`config.mk`:
```
export PLATFORM = sky130hd
export DESIGN_NAME = decode_pipe
export DESIGN_NICKNAME = d
export VERILOG_FILES = /design/src/rtl/decode_pipe.sv
export SDC_FILE = /design/constraint.sdc
export NUM_CORES = 1
export LEC_CHECK = 0
export BUFFER_PORTS_ARGS = -buffer_cell sky130_fd_sc_hd__clkbuf_2
export CAP_MARGIN = 5
export CORE_MARGIN = 3
export CORE_UTILIZATION = 38
export CTS_BUF_LIST = sky130_fd_sc_hd__clkbuf_2
export CTS_CLUSTER_SIZE = 10
export DETAILED_ROUTE_END_ITERATION = 8
export PLACE_DENSITY_LB_ADDON = 0.2
export SYNTH_ARGS = -nofsm -noshare
export SYNTH_HDL_FRONTEND = slang
export SYNTH_SLANG_ARGS = --single-unit
export TNS_END_PERCENT = 1
```
`constraint.sdc`:
```
create_clock -name clk -period 3.5 [get_ports clk]
set_input_delay 0.175 -clock clk [delete_from_list [all_inputs] [get_ports clk]]
set_output_delay 0.175 -clock clk [all_outputs]
set_load 0.02 [all_outputs]
```
`src/rtl/decode_pipe.sv`:
```
// -----------------------------------------------------------------------------
// decode_pipe
//   Decode stage for the 16-bit ISA. It holds the register file (with an
//   optional same-cycle write-back bypass) and decodes the RS/RT/RD fields.
//   It also builds the Imm5/Imm8/sImm8/sImm11 immediates, extended to DATA_W.
//   Everything is registered into the ID/EX pipeline register, which has
//   load-use hazard detection, a downstream stall and a flush.
//
// Parameters
//   DATA_W   : datapath / register width (>= 16)
//   NUM_REGS : number of architectural registers (<= 8)
//   BYPASS   : 1 = write-back data forwarded to the read ports in the same cycle
//
// Ports
//   clk, rst                 clock, asynchronous active-low reset
//   in_valid, instr, pc_next IF/ID contents
//   regdst, reg_wrt, mem_rd,
//   zero_ext, rs_used,
//   rt_used                  control bits from the control unit
//   wb_en, wb_sel, wb_data   register-file write-back port
//   stall_in, flush          downstream stall, branch/jump redirect
//   id_stall                 IF/ID must hold (combinational)
//   ex_*                     ID/EX pipeline register contents
//   err                      sticky out-of-range register index flag
// -----------------------------------------------------------------------------
module decode_pipe #(
  parameter int DATA_W   = 16,
  parameter int NUM_REGS = 8,
  parameter int BYPASS   = 1
) (
  input  logic              clk,
  input  logic              rst,
  input  logic              in_valid,
  input  logic [15:0]       instr,
  input  logic [DATA_W-1:0] pc_next,
  input  logic [1:0]        regdst,
  input  logic              reg_wrt,
  input  logic              mem_rd,
  input  logic              zero_ext,
  input  logic              rs_used,
  input  logic              rt_used,
  input  logic              wb_en,
  input  logic [2:0]        wb_sel,
  input  logic [DATA_W-1:0] wb_data,
  input  logic              stall_in,
  input  logic              flush,
  output logic              id_stall,
  output logic              ex_valid,
  output logic [DATA_W-1:0] ex_rs_data,
  output logic [DATA_W-1:0] ex_rt_data,
  output logic [DATA_W-1:0] ex_imm5,
  output logic [DATA_W-1:0] ex_imm8,
  output logic [DATA_W-1:0] ex_simm8,
  output logic [DATA_W-1:0] ex_simm11,
  output logic [DATA_W-1:0] ex_pc,
  output logic [2:0]        ex_rd,
  output logic              ex_reg_wrt,
  output logic              ex_mem_rd,
  output logic              err
);

  localparam logic [3:0] NR = 4'(NUM_REGS);

  function automatic logic in_range(input logic [2:0] idx);
    return {1'b0, idx} < NR;
  endfunction

  // ---------------------------------------------------------------------------
  // Field decode
  // ---------------------------------------------------------------------------
  logic [2:0] rs_idx, rt_idx, rd_idx;

  assign rs_idx = instr[10:8];
  assign rt_idx = instr[7:5];

  always_comb begin
    // NOTE: every signal written in always_comb gets a default first, so no
    // path through the block can leave it unassigned and infer a latch.
    rd_idx = instr[7:5];
    case (regdst)
      2'b01:   rd_idx = instr[10:8];
      2'b10:   rd_idx = instr[4:2];
      2'b11:   rd_idx = 3'd7;
      default: rd_idx = instr[7:5];
    endcase
  end

  // The opcode field is decoded by the control unit, not here.
  logic unused_opcode;
  assign unused_opcode = ^instr[15:11];

  // ---------------------------------------------------------------------------
  // Register file
  // ---------------------------------------------------------------------------
  logic [DATA_W-1:0] regs [NUM_REGS];
  logic              wr_en;

  assign wr_en = wb_en & in_range(wb_sel);

  // NOTE: the register file is cleared by reset like every other state
  // element; there is no hard-wired zero register, so R0 is written normally.
  always_ff @(posedge clk or negedge rst) begin
    if (!rst) begin
      for (int i = 0; i < NUM_REGS; i++) regs[i] <= '0;
    end else if (wr_en) begin
      for (int i = 0; i < NUM_REGS; i++)
        if (wb_sel == 3'(i)) regs[i] <= wb_data;
    end
  end

  // Read ports: indices beyond NUM_REGS match no entry and read as 0.
  logic [DATA_W-1:0] rs_data, rt_data;

  always_comb begin
    rs_data = '0;
    rt_data = '0;
    for (int i = 0; i < NUM_REGS; i++) begin
      if (rs_idx == 3'(i)) rs_data = regs[i];
      if (rt_idx == 3'(i)) rt_data = regs[i];
    end
    if (BYPASS != 0 && wr_en) begin
      if (rs_idx == wb_sel) rs_data = wb_data;
      if (rt_idx == wb_sel) rt_data = wb_data;
    end
  end

  // ---------------------------------------------------------------------------
  // Immediates
  // ---------------------------------------------------------------------------
  logic [DATA_W-1:0] imm5, imm8, simm8, simm11;

  assign imm5   = zero_ext ? {{(DATA_W-5){1'b0}}, instr[4:0]}
                           : {{(DATA_W-5){instr[4]}}, instr[4:0]};
  assign simm8  = {{(DATA_W-8){instr[7]}}, instr[7:0]};
  assign imm8   = zero_ext ? {{(DATA_W-8){1'b0}}, instr[7:0]} : simm8;
  assign simm11 = {{(DATA_W-11){instr[10]}}, instr[10:0]};

  // ---------------------------------------------------------------------------
  // Hazard detection: a load in EX whose destination is read by the
  // instruction in ID costs exactly one bubble; once the bubble is in EX
  // ex_valid is 0 and the stall releases on its own.
  // ---------------------------------------------------------------------------
  logic hz;

  assign hz = ex_valid & ex_mem_rd & in_valid &
              ((rs_used & (ex_rd == rs_idx)) | (rt_used & (ex_rd == rt_idx)));
  assign id_stall = hz | stall_in;

  logic err_set;

  assign err_set = (wb_en & ~in_range(wb_sel)) |
                   (in_valid & ((rs_used & ~in_range(rs_idx)) |
                                (rt_used & ~in_range(rt_idx)) |
                                ~in_range(rd_idx)));

  // ---------------------------------------------------------------------------
  // ID/EX register. Priority: flush > stall_in > hazard bubble > capture.
  // Fields not listed under flush/bubble simply hold, which keeps them
  // deterministic.
  // ---------------------------------------------------------------------------
  // NOTE: sequential state uses non-blocking assignments only, so every
  // register samples the pre-edge values regardless of statement order.
  always_ff @(posedge clk or negedge rst) begin
    if (!rst) begin
      ex_valid   <= 1'b0;
      ex_rs_data <= '0;
      ex_rt_data <= '0;
      ex_imm5    <= '0;
      ex_imm8    <= '0;
      ex_simm8   <= '0;
      ex_simm11  <= '0;
      ex_pc      <= '0;
      ex_rd      <= '0;
      ex_reg_wrt <= 1'b0;
      ex_mem_rd  <= 1'b0;
      err        <= 1'b0;
    end else begin
      if (err_set) err <= 1'b1;

      if (flush || (!stall_in && hz)) begin
        ex_valid   <= 1'b0;
        ex_reg_wrt <= 1'b0;
        ex_mem_rd  <= 1'b0;
      end else if (!stall_in) begin
        ex_valid   <= in_valid;
        ex_rs_data <= rs_data;
        ex_rt_data <= rt_data;
        ex_imm5    <= imm5;
        ex_imm8    <= imm8;
        ex_simm8   <= simm8;
        ex_simm11  <= simm11;
        ex_pc      <= pc_next;
        ex_rd      <= rd_idx;
        ex_reg_wrt <= reg_wrt & in_valid;
        ex_mem_rd  <= mem_rd & in_valid;
      end
    end
  end

endmodule

```
# == Yosys cells after proc, flatten, opt, wreduce, memory -nomap -nowiden ==
# Index checks and enable logic that the tools add are counted.
# totals
register_bits,233
in_bits,64
output_inout_bits,120
# op_classes
n_eq_ne,29
n_mux,29
bitwise,11
reduce_logical,15
# ops
operator,n
16-bit two-way mux,22
"3-bit equality test, second input constant",12
"3-bit by 2-bit equality test with 1-bit output, second input constant",6
2-bit AND reduction,9
3-bit equality test,4
"3-bit by 1-bit equality test with 1-bit output, second input constant",3
3-bit logical NOT,3
3-bit case mux with 3 select lines,1
1-bit bitwise AND,7
1-bit two-way mux,6
"2-bit equality test, second input constant",2
"2-bit by 1-bit equality test with 1-bit output, second input constant",1
"2-bit by 1-bit != test with 1-bit output, second input constant",1
1-bit NOT,2
1-bit OR,2
1-bit logical AND,1
1-bit logical NOT,1
1-bit logical OR,1

# == Longest topological paths before layout ==
# logic_depth
depth_word,11
depth_mapped,8
depth_no_buf,5

# == Worst setup path after synthesis ==
# Ideal clock, no wire load.
# synth_timing
kind,reg-to-reg
startpoint,reg ex_rd[0]
endpoint,reg ex_rt_data[2]
arrival_ns,1.708
required_time_ns,3.375
setup_slack_ns,1.667
path_stages_with_launch,7
n_path_buf,1
synth_period_minus_slack_ns,1.833
path_cell_list,dfrtp_1 -> xnor2_1 -> nand4_1 -> a21oi_2 -> nor3_4 -> buf_6 -> mux2_2
# synth_via
elab_chain_len,8
elab_cells_between_ends,10
# synth_lines
item,line,rtl
"start, declared",56,"output logic [2:0] ex_rd,"
"start signal, assigned",193,ex_rd <= rd_idx;
3-bit equality test,146,((rs_used & (ex_rd == rs_idx)) | (rt_used & (ex_rd == rt_idx)));
1-bit bitwise AND,146,
1-bit OR *,146,
1-bit bitwise AND *,145,assign hz = ex_valid & ex_mem_rd & in_valid &
1-bit logical AND *,180,if (flush || (!stall_in && hz)) begin
1-bit logical OR *,180,
1-bit NOT (no line) *,-,
2-bit AND reduction (no line) *,-,
"end signal, assigned",187,ex_rt_data <= rt_data;
"end, declared",50,"output logic [DATA_W-1:0] ex_rt_data,"
# Mark *: on every way between the ends. The rest lies on a longest branch, timed or not.
# A chain may end at the register's enable or synchronous reset.

# == Final worst setup path ==
# layout_timing
startpoint,reg ex_rd[2]
endpoint,out id_stall
# layout_via
elab_chain_len,5
elab_cells_between_ends,7
# layout_lines
item,line,rtl
3-bit equality test,146,
1-bit bitwise AND,146,
1-bit OR *,146,
1-bit bitwise AND *,145,
1-bit OR *,147,assign id_stall = hz | stall_in;
"end, declared",47,"output logic id_stall,"
# Marks and branches as above.

==> results by group <==
Outcome
  – Status: completed

GRT
  – Vias in the first global route: 7429
  – First-pass GRT wire length: 43.1 mm
  – Grt ovf: 0
  – Tot GR Track Use: 19.1%
  – Pin count of the biggest net entering global routing: 71
  – Antenna violations before repair: 1

Cells and area
  – Filler cell count: 2519
  – Synth-to-Final Area Change: 15.3%
  – Most frequent cells in the layout: 195 x dfrtp_1, 192 x clkbuf_2, 188 x mux2_2
  – Layout cells sized above 1: 42.0%
  – Most common cell after layout, fill and taps aside: dfrtp_1
  – Nets: 1087

Critical path
  – Crit path cell chain: xnor2_1 -> nand4_1 -> a21oi_2 -> nor2_1 -> inv_1 -> clkbuf_2
  – Crit path arrival time: 2.14 ns
  – Critical setup path kind: register to output port
  – Nature of the critical path startpoint: register
  – CP max FO: 4
  – Critical Path RT: 3.32 ns
  – Worst path slowest cell: dfrtp_1
  – Endpoint type of the worst setup path: output port
  – Crit-path max cell delay: 0.51 ns
  – Worst r2r path cells: 6

Clock network
  – Post-CTS Setup Bufs: 0
  – Clock latency on the worst-skew pair: 0.77 ns
  – Maximum root-to-sink buffer count: 2
  – PostCTS Resize Cnt: 0
  – H-tree level count: 4
  – Clock Tree Root: clkbuf_2
  – Clock transition at the registers of the reported paths: 0.30 ns
  – Total CTS buffers: 17
  – CTS tree: built
  – Clock sinks: 195

Detailed routing
  – Post-DRT Antenna Nets: 0
  – Vias: 7452
  – Drt drc: 0
  – DR iter-0 viols: 472
  – Met1 wire length: 12.8 mm
  – Final wirelength: 28.2 mm
  – Drt via density: 5.42
  – DR WL met2: 13.6 mm
  – Max layer used: met4
  – Drt pass-1 iters: 5
  – Wire per inst: 20.5 um
  – Metal3 WL: 1.21 mm

Worst hold path
  – Hold path depth: 2
  – HP Class: input port to register

Yosys
  – Synthesized area per cell: 11.9 um^2
  – Top cells by area, synth: dfrtp_1 47%, mux2_2 20%, mux2i_1 9.3%, buf_4 4.2%, nor2_1 2.3%
  – Cell variety after synth: 43
  – Post-synth top area share: 46.8%
  – Synth Instances: 873
  – Sequential area share after synthesis: 46.8%
  – Seq cells post-synth: 195
  – Synth Flop Type: dfrtp_1
  – Async set-reset flop share out of synthesis: 100%
  – Area leader, netlist: dfrtp_1
  – Ys Warns: 0
  – Post-synth net total: 937
  – Post-Syn Area: 10400 um^2
  – Number of synthesized flops with an enable pin: 0

Place
  – GPL Wtd Cong: 0.790
  – IO Port Bufs: 177
  – Detailed placement HPWL: 17.5 mm

Die
  – Core Rows: 60
  – Die Ht: 172 um
  – Core area: 27000 um^2
  – Initial core utilization: 38.7%
  – Die ar.: 29500 um^2
  – Die Wd: 172 um
  – Num ports: 184

Flow run
  – Max-Cap Viols: 0

Power and ir drop
  – Sequential Power Share: 49.7%
  – Clk pwr share: 20.2%
  – Power Density: 520 nW/um^2
  – NetSw: 2.14 mW
  – Peak VDD IR: 0.219 mV
  – Net Sw Frac: 34.3%
  – P_leak: 5.43 nW
  – Comb pwr share: 30.1%
  – Int Power: 4.11 mW

STA
  – RSZ-0062 raised after global routing: no
  – Fin crit share: 66.1%
  – Crit path time final: 2.31 ns
  – Slew Limit Fails: 0
  – Worst slew margin: 31.4%
  – Setup-failing EPs final: 0
  – Worst-Margin Slew: 1.03 ns
  – Setup TNS: 0 ns
  – Count of final hold-check violations: 0
  – Clk_skew: 0.0535 ns
  – Hold slack: 0.129 ns
  – F_max: 432 MHz
-- timing repair --
item,in CTS,in global routing
endpoints found under the setup margin,0,0
hold endpoints to repair,356,0
hold buffers,54,0
-- area by class of cell --
cell class	count	area [um^2]	area share, %
Inverter	2	7.51	0.0624
Multi-Input combinational cell	547	4740	39.4
Sequential cell	195	4880	40.6
Antenna cell	1	2.50	0.0208
Timing Repair Buffer	260	1700	14.1
Clock buffer	18	90.1	0.749
Clock inverter	12	180	1.50
Tap cell	341	427	3.55
-- kinds of logic after synthesis --
group,count (synthesis),share of synthesized area [%]
compound gates,123,8.08
xor+xnor,12,1.01
buf+inv,131,7.74
flops,195,46.8
mux,291,30.3
other cells,1,0.0360
simple gates,120,6.07
-- layer usage --
layer	GRT usage [%]	vias up
met4	5.18	0
met2	31.8	220
met1	25.8	3781
met3	3.33	32
li1	-	3419
met5	0	-
-- power by group through the flow --
stage               Clock [mW]  Combinational (mW)  Sequential (mW)
finish                    1.26                1.88             3.11
global route              1.39                2.06             3.18
CTS                       1.31                1.91             3.11
detailed placement           0                1.85             3.16
global placement             0                1.83             3.14
floorplan                    0                1.19             3.29
-- worst max-delay path: cells and delay by family (launching register included) --
family                    cells  cell delay [ns]
and+or+nand+nor               2             0.24
xor gates and xnor gates      1             0.16
DFF                           1             0.51
AOI/OAI and AO/OA             1             0.25
buffers and inverters         2             0.22
-- metrics by stage --
step / setup slack (ns) / total power [mW] / instance area, um^2 / cells / utilization, %
after floorplan: 1.67 / 4.48 / 10400 / 873 / -
after global placement: 1.20 / 4.97 / 11200 / 1291 / 41.5
after detailed placement: 1.17 / 5.01 / 11200 / 1291 / 41.5
after CTS: 1.08 / 6.32 / 12000 / 1375 / 44.6
after global routing: 0.912 / 6.63 / 12000 / 1376 / 44.6
final: 1.19 / 6.25 / 12000 / 1376 / 44.6
-- cell usage after synthesis (2+ instances only) --
master / count
nand3b_1: 16
and3_1: 4
nand4b_1: 3
clkbuf_1: 22
nor3b_2: 2
mux2_1: 6
nor2_1: 65
a221oi_1: 17
xnor2_1: 12
a32o_1: 2
mux2i_1: 97
dfrtp_1: 195
mux2_2: 188
or2_2: 2
buf_1: 13
o21ai_0: 9
nand2b_1: 2
a21oi_1: 15
o2bb2ai_1: 2
nor3b_1: 2
buf_6: 8
nor3_2: 2
a31oi_1: 29
nand2_1: 6
a22oi_1: 16
o22ai_1: 13
buf_2: 26
nor2b_1: 5
buf_4: 59
o211ai_1: 17
nand4_1: 5
nand3_1: 2
-- registers in the layout, summed over array words and instances (netlist names) --
register,cells
ex_imm5,6
ex_imm8,4
ex_mem_rd,1
ex_pc,16
ex_rd,3
ex_reg_wrt,1
ex_rs_data,16
ex_rt_data,16
ex_simm11,3
ex_valid,1
regs,128
-- path summary, 6_finish.rpt --
| path | start | end | slack, ns |
|---|---|---|---|
| setup / recovery | ex_rd[2]$_DFFE_PN0P_ | id_stall | 1.19 |
| hold / removal | instr[10] | ex_simm11[10]$_DFFE_PN0P_ | 0.13 |
| setup reg to reg | ex_rd[0]$_DFFE_PN0P_ | ex_imm5[0]$_DFFE_PN0P_ | 1.44 |
| hold reg to reg | ex_pc[7]$_DFFE_PN0P_ | ex_pc[7]$_DFFE_PN0P_ | 0.52 |
| max in group asynchronous | rst | regs[42]$_DFFE_PN0P_ | 2.54 |
| min in group asynchronous | rst | regs[45]$_DFFE_PN0P_ | 0.36 |
No activity file was read; power rests on OpenSTA's default activity.
